==> src/rtl/ps2_key_fifo.sv <==
`default_nettype none
// ============================================================================
// Module  : ps2_key_fifo
// Brief   : Key-event FIFO. Optional code filter: PS2_KEY_FIFO_FILTER_EN
// Revision: 1.0 - initial release
// ============================================================================
module ps2_key_fifo #(
   parameter int DEPTH      = 16,
   parameter int SAMPLE_DLY = 1
) (
   input  logic                       clk,
   input  logic                       rst,
   input  logic                       key_valid,
   input  logic [7:0]                 key_code,
   input  logic                       rd_en,
   input  logic                       clr_ovf,
   output logic [7:0]                 rd_data,
   output logic                       rd_valid,
   output logic                       empty,
   output logic                       full,
   output logic [$clog2(DEPTH):0]     count,
`ifdef PS2_KEY_FIFO_FILTER_EN
   output logic [7:0]                 drop_cnt,
`endif
   output logic                       overflow
);

   localparam int AW = $clog2(DEPTH);
   localparam int CW = AW + 1;
   localparam logic [7:0] UNMAPPED_CODE = 8'hFE;

   logic          wr_req;
   logic          wr_keep;
   logic          rd_acc;
   logic          wr_ok;

   logic [7:0]    mem_q [DEPTH];
   logic [AW-1:0] wr_ptr_q, wr_ptr_d;
   logic [AW-1:0] rd_ptr_q, rd_ptr_d;
   logic [CW-1:0] count_q, count_d;
   logic          empty_q, empty_d;
   logic          full_q, full_d;
   logic [7:0]    rd_data_q, rd_data_d;
   logic          rd_valid_q, rd_valid_d;
   logic          overflow_q, overflow_d;

   // key_code lags its strobe by SAMPLE_DLY clocks, so delay the strobe to match
   generate
      if (SAMPLE_DLY == 0) begin : g_no_dly
         assign wr_req = key_valid;
      end else begin : g_dly
         logic [SAMPLE_DLY-1:0] dly_q, dly_d;

         always_comb begin
            dly_d = (dly_q << 1) | SAMPLE_DLY'(key_valid);
         end

         always_ff @(posedge clk) begin
            if (rst) begin
               dly_q <= '0;
            end else begin
               dly_q <= dly_d;
            end
         end

         assign wr_req = dly_q[SAMPLE_DLY-1];
      end
   endgenerate

`ifdef PS2_KEY_FIFO_FILTER_EN
   logic [7:0] drop_cnt_q, drop_cnt_d;

   assign wr_keep = wr_req && (key_code != UNMAPPED_CODE);

   always_comb begin
      drop_cnt_d = drop_cnt_q;
      if (wr_req && (key_code == UNMAPPED_CODE) && (drop_cnt_q != 8'hFF)) begin
         drop_cnt_d = drop_cnt_q + 8'd1;
      end
   end

   always_ff @(posedge clk) begin
      if (rst) begin
         drop_cnt_q <= 8'h00;
      end else begin
         drop_cnt_q <= drop_cnt_d;
      end
   end

   assign drop_cnt = drop_cnt_q;
`else
   assign wr_keep = wr_req;
`endif

   // No bypass: a read is only accepted against already-stored entries
   assign rd_acc = rd_en && !empty_q;
   assign wr_ok  = wr_keep && (!full_q || rd_acc);

   always_comb begin
      wr_ptr_d   = wr_ptr_q;
      rd_ptr_d   = rd_ptr_q;
      count_d    = count_q;
      rd_data_d  = rd_data_q;
      rd_valid_d = rd_acc;
      overflow_d = overflow_q;

      if (wr_ok) begin
         wr_ptr_d = wr_ptr_q + AW'(1);
      end
      if (rd_acc) begin
         rd_ptr_d  = rd_ptr_q + AW'(1);
         rd_data_d = mem_q[rd_ptr_q];
      end

      case ({wr_ok, rd_acc})
         2'b10:   count_d = count_q + CW'(1);
         2'b01:   count_d = count_q - CW'(1);
         default: count_d = count_q;
      endcase

      empty_d = (count_d == '0);
      full_d  = (count_d == CW'(DEPTH));

      if (wr_keep && !wr_ok) begin
         overflow_d = 1'b1;
      end else if (clr_ovf) begin
         overflow_d = 1'b0;
      end
   end

   always_ff @(posedge clk) begin
      if (rst) begin
         wr_ptr_q   <= '0;
         rd_ptr_q   <= '0;
         count_q    <= '0;
         empty_q    <= 1'b1;
         full_q     <= 1'b0;
         rd_data_q  <= 8'h00;
         rd_valid_q <= 1'b0;
         overflow_q <= 1'b0;
      end else begin
         wr_ptr_q   <= wr_ptr_d;
         rd_ptr_q   <= rd_ptr_d;
         count_q    <= count_d;
         empty_q    <= empty_d;
         full_q     <= full_d;
         rd_data_q  <= rd_data_d;
         rd_valid_q <= rd_valid_d;
         overflow_q <= overflow_d;
      end
   end

   // Storage needs no reset; pointers and count define what is valid
   always_ff @(posedge clk) begin
      if (wr_ok && !rst) begin
         mem_q[wr_ptr_q] <= key_code;
      end
   end

   assign rd_data  = rd_data_q;
   assign rd_valid = rd_valid_q;
   assign empty    = empty_q;
   assign full     = full_q;
   assign count    = count_q;
   assign overflow = overflow_q;

endmodule
`default_nettype wire

==> config.mk <==
export PLATFORM = sky130hd
export DESIGN_NAME = ps2_key_fifo
export DESIGN_NICKNAME = d
export VERILOG_FILES = /design/src/rtl/ps2_key_fifo.sv
export SDC_FILE = /design/constraint.sdc
export NUM_CORES = 1
export LEC_CHECK = 0
export BUFFER_PORTS_ARGS = -buffer_cell sky130_fd_sc_hd__clkbuf_2
export CORE_AREA = 3 3 106 158
export DETAILED_ROUTE_END_ITERATION = 7
export DIE_AREA = 0 0 109 161
export SYNTH_ARGS = -nofsm -noshare
export SYNTH_HDL_FRONTEND = slang
export SYNTH_SLANG_ARGS = --single-unit
==> constraint.sdc <==
create_clock -name clk -period 5.15 [get_ports clk]
set_clock_uncertainty 0.15 [all_clocks]
set_input_delay 1.03 -clock clk [delete_from_list [all_inputs] [get_ports clk]]
set_output_delay 1.03 -clock clk [all_outputs]
set_load 0.005 [all_outputs]
==> results by group <==
Status
  • Run status: completed

Power
  • Seq pwr share: 47.9%
  • Tot Pwr: approximately 3 mW
  • Pwr dens: between 400 and 500 nW/µm²
  • Pint: 2.24 mW
  • Net Sw Frac: approximately 25%
  • Static leakage power: approximately 2.4 nW
  • Max IR drop VDD: 219 µV
  • Clock power share: between 40 and 50%
  • Gate power share: roughly 12%
  • Sw power: between 700 and 800 µW

Floorplan
  • IO Count: 30
  • Cell Rows: between 50 and 60
  • Full die area: roughly 18000 µm²
  • Die Y: around 160 µm
  • Die Width: 109 µm
  • Starting Density: 39.3%
  • Core ar.: around 16000 µm²

Setup path
  • WP data arrival: 3.77 ns
  • RR Startpoint: empty
  • Worst reg2reg path depth: 11
  • Worst Path Class, Setup: input pin to flop
  • Critical path cell sequence: clkbuf_2, nand2b_1, a21boi_2, inv_1, ha_1, xor2_1, ha_1, nor2_1, o31a_1, o211ai_1, xor2_1, nor4b_1
  • Crit-path slowest cell: a21boi_2
  • CP max stage delay: approximately 0.43 ns
  • Crit start category: input pin
  • Worst Path Required: 5.31 ns
  • CP Max Fanout: 21
  • Reg-to-reg endpoint: full
  • Critical Path Start: rd_en
  • Worst R2R Setup Slack: 1.85 ns
  • CP endpoint kind: flop

Global routing
  • Gr ovfl total: 0
  • Global-route wire length before repair: 18.6 mm
  • Largest net degree at the start of global routing: 28
  • GR Util All Layers: between 10 and 15%
  • Vias in the first global route: around 3300
  • Initial antenna violation count: 0

Placement
  • Cell Area, Placed: between 6000 and 7000 µm²
  • Placed insts: 570
  • RePlAce Congestion: between 0.7 and 0.8
  • Pre-CTS WS: around 1.1 ns
  • Port Buffers: 29
  • Post-detail-place hpwl: between 7 and 8 mm

Finish
  • Layout Utilization: 45.0%
  • Layout cells sized above 1: between 20% and 30%
  • Leading cell type in the layout, fill and taps excluded: edfxtp_1
  • Fin cells: 602
  • Multi-input logic area: about 1600 µm²
  • Final instance area: around 7000 µm²
  • Register area: about 4400 µm²
  • N_diodes: 0
  • Commonest cells after routing, fill and taps aside: edfxtp_1, nor2_1, clkbuf_2, dfxtp_1, a21oi_1
  • Fill cell count: 1318
  • Nets: ~410
  • Syn-to-layout area delta: 14.6%

Yosys
  • Synth warnings: 0
  • Seq/Total Area, Yosys: 71.1%
  • Synth Net Count: 374
  • Post-Syn Area per Cell: 17.4 µm²
  • Synth async-reset ratio: 0%
  • Yosys reg bits: 154
  • Mapped Cells: between 300 and 400
  • Synth unique cells: 36
  • Synthesized area: approximately 6100 µm²
  • Post-synth EDFFs: approximately 130
  • Most used DFF post-synth: edfxtp_1

Detailed routing
  • DR WL/cell: approximately 20 µm
  • Vias: ~3100
  • Vias/cell: approximately 5.2
  • Starting DRC count in detailed routing: about 260
  • Pre-antenna DRT Iters: 4
  • DR DRC count: 0
  • Routed wire length: between 10 and 15 mm
  • DRT antenna net count: 0

Clock network
  • TritonCTS clock tree: built
  • Hold buffer count at cts: 0
  • Clk buf depth: 2
  • Clock latency at the later pin of the worst-skew pair: 0.41 ns
  • Post-CTS sizing: 0
  • CTS sink cnt: 154
  • Root buf cell: clkbuf_16
  • Clk slew on worst S/H paths: ~0.06 ns
  • Clock buffer count from CTS: 17
  • H-Tree Level Count: 4
  • Number of setup buffers added after CTS: 0

Hold path
  • Hold Path Class: flop to flop
  • Hold path startpoint: rd_data[3]
  • Worst hold endpoint: rd_data[3]
  • Worst Hold Depth: 2

Timing
  • Setup violators final: 0
  • Period utilization: 70.1%
  • Final Max Tran Viols: 0
  • Achievable Freq: ~0.28 GHz
  • Final hold vios: 0
  • Hold slack: roughly 0.35 ns
  • Post-route minimum period: approximately 3.6 ns
  • Post-route setup TNS: 0 ns
  • RSZ-0062 raised after global routing: false
  • Post-route setup slack: about 1.5 ns
  • Worst slew pin tran: between 0.9 and 1 ns
  • Slew headroom: between 30% and 40%

Flow run
  • Max cap viols: 0
[cells by family after synthesis]
logic type	Yosys count	synth area share (%)
compound gates	48	5.06
xor+xnor	11	1.57
fa+ha+maj	8	1.63
buf+inv	28	2.55
flops	154	71.1
mux	34	13.1
simple gates	70	4.99
[final cells by class]
type / count / share of cell area, %
flip-flops and latches: 154 / 62.0
well taps: 203 / 3.61
inverters: 7 / 0.373
clock buffers: 17 / 6.05
multi-input cells: 171 / 23.0
clock inverters: 15 / 2.24
repair buffers: 35 / 2.70
[power by group through the flow]
stage                     clock network (mW)  logic (mW)  registers, mW
after CTS                               1.23       0.354           1.44
after detailed placement                   0       0.352           1.46
final                                   1.21       0.348           1.43
after global routing                    1.29       0.384           1.44
after floorplan                            0       0.290           1.43
after global placement                     0       0.345           1.46
[registers in the layout (all words and copies together) (netlist names)]
signal,cells
empty,1
rd_valid,1
count,5
mem_q,128
g_dly.dly_q,1
rd_data,8
full,1
wr_ptr_q,4
overflow,1
rd_ptr_q,4
[metal layers]
layer | global-route usage [%] | up-vias | wire length (µm)
li1 | - | 1458 | -
met1 | 17.5 | 1599 | 4840
met2 | 25.5 | 72 | 6390
met3 | 2.84 | 16 | 390
met4 | 5.34 | 0 | 282
met5 | 0 | - | 0
[worst max-delay path by stage]
stage | to | slack [ns] | depth (start not counted)
2_1_floorplan | empty | 1.98 | 12
3_3_place_gp | full | 1.33 | 12
3_5_place_dp | full | 1.12 | 12
6_report | full | 1.54 | 12
5_1_grt | full | 1.22 | 12
4_1_cts | full | 1.53 | 12
[synth_stat cells, types with 2 or more instances]
| library cell | number | area share (%) |
|---|---|---|
| nor2b_1 | 5 | 0.51 |
| mux4_1 | 17 | 7.3 |
| nor4b_1 | 2 | 0.29 |
| a22oi_1 | 16 | 2.0 |
| nand2b_1 | 3 | 0.31 |
| mux4_2 | 15 | 5.5 |
| inv_1 | 7 | 0.43 |
| a21oi_1 | 22 | 1.8 |
| xnor2_1 | 4 | 0.57 |
| o21ai_0 | 2 | 0.16 |
| nand4_1 | 2 | 0.20 |
| buf_2 | 6 | 0.49 |
| edfxtp_1 | 128 | 63 |
| clkbuf_1 | 7 | 0.43 |
| xor2_1 | 7 | 1.0 |
| buf_1 | 3 | 0.18 |
| nor3_1 | 4 | 0.33 |
| dfxtp_1 | 26 | 8.5 |
| buf_6 | 2 | 0.37 |
| nor2_1 | 40 | 2.4 |
| mux2i_1 | 2 | 0.33 |
| ha_1 | 8 | 1.6 |
| nand2_1 | 12 | 0.73 |
[critical path: cells and delay by family]
kind                       cells  cell delay (ns)
buffers and inverters          2             0.23
AOI/OAI and AO/OA              3             0.89
adders and majority gates      2             0.53
xor gates and xnor gates       2             0.33
and+or+nand+nor                3             0.75
(Power assumes the default switching activity.)
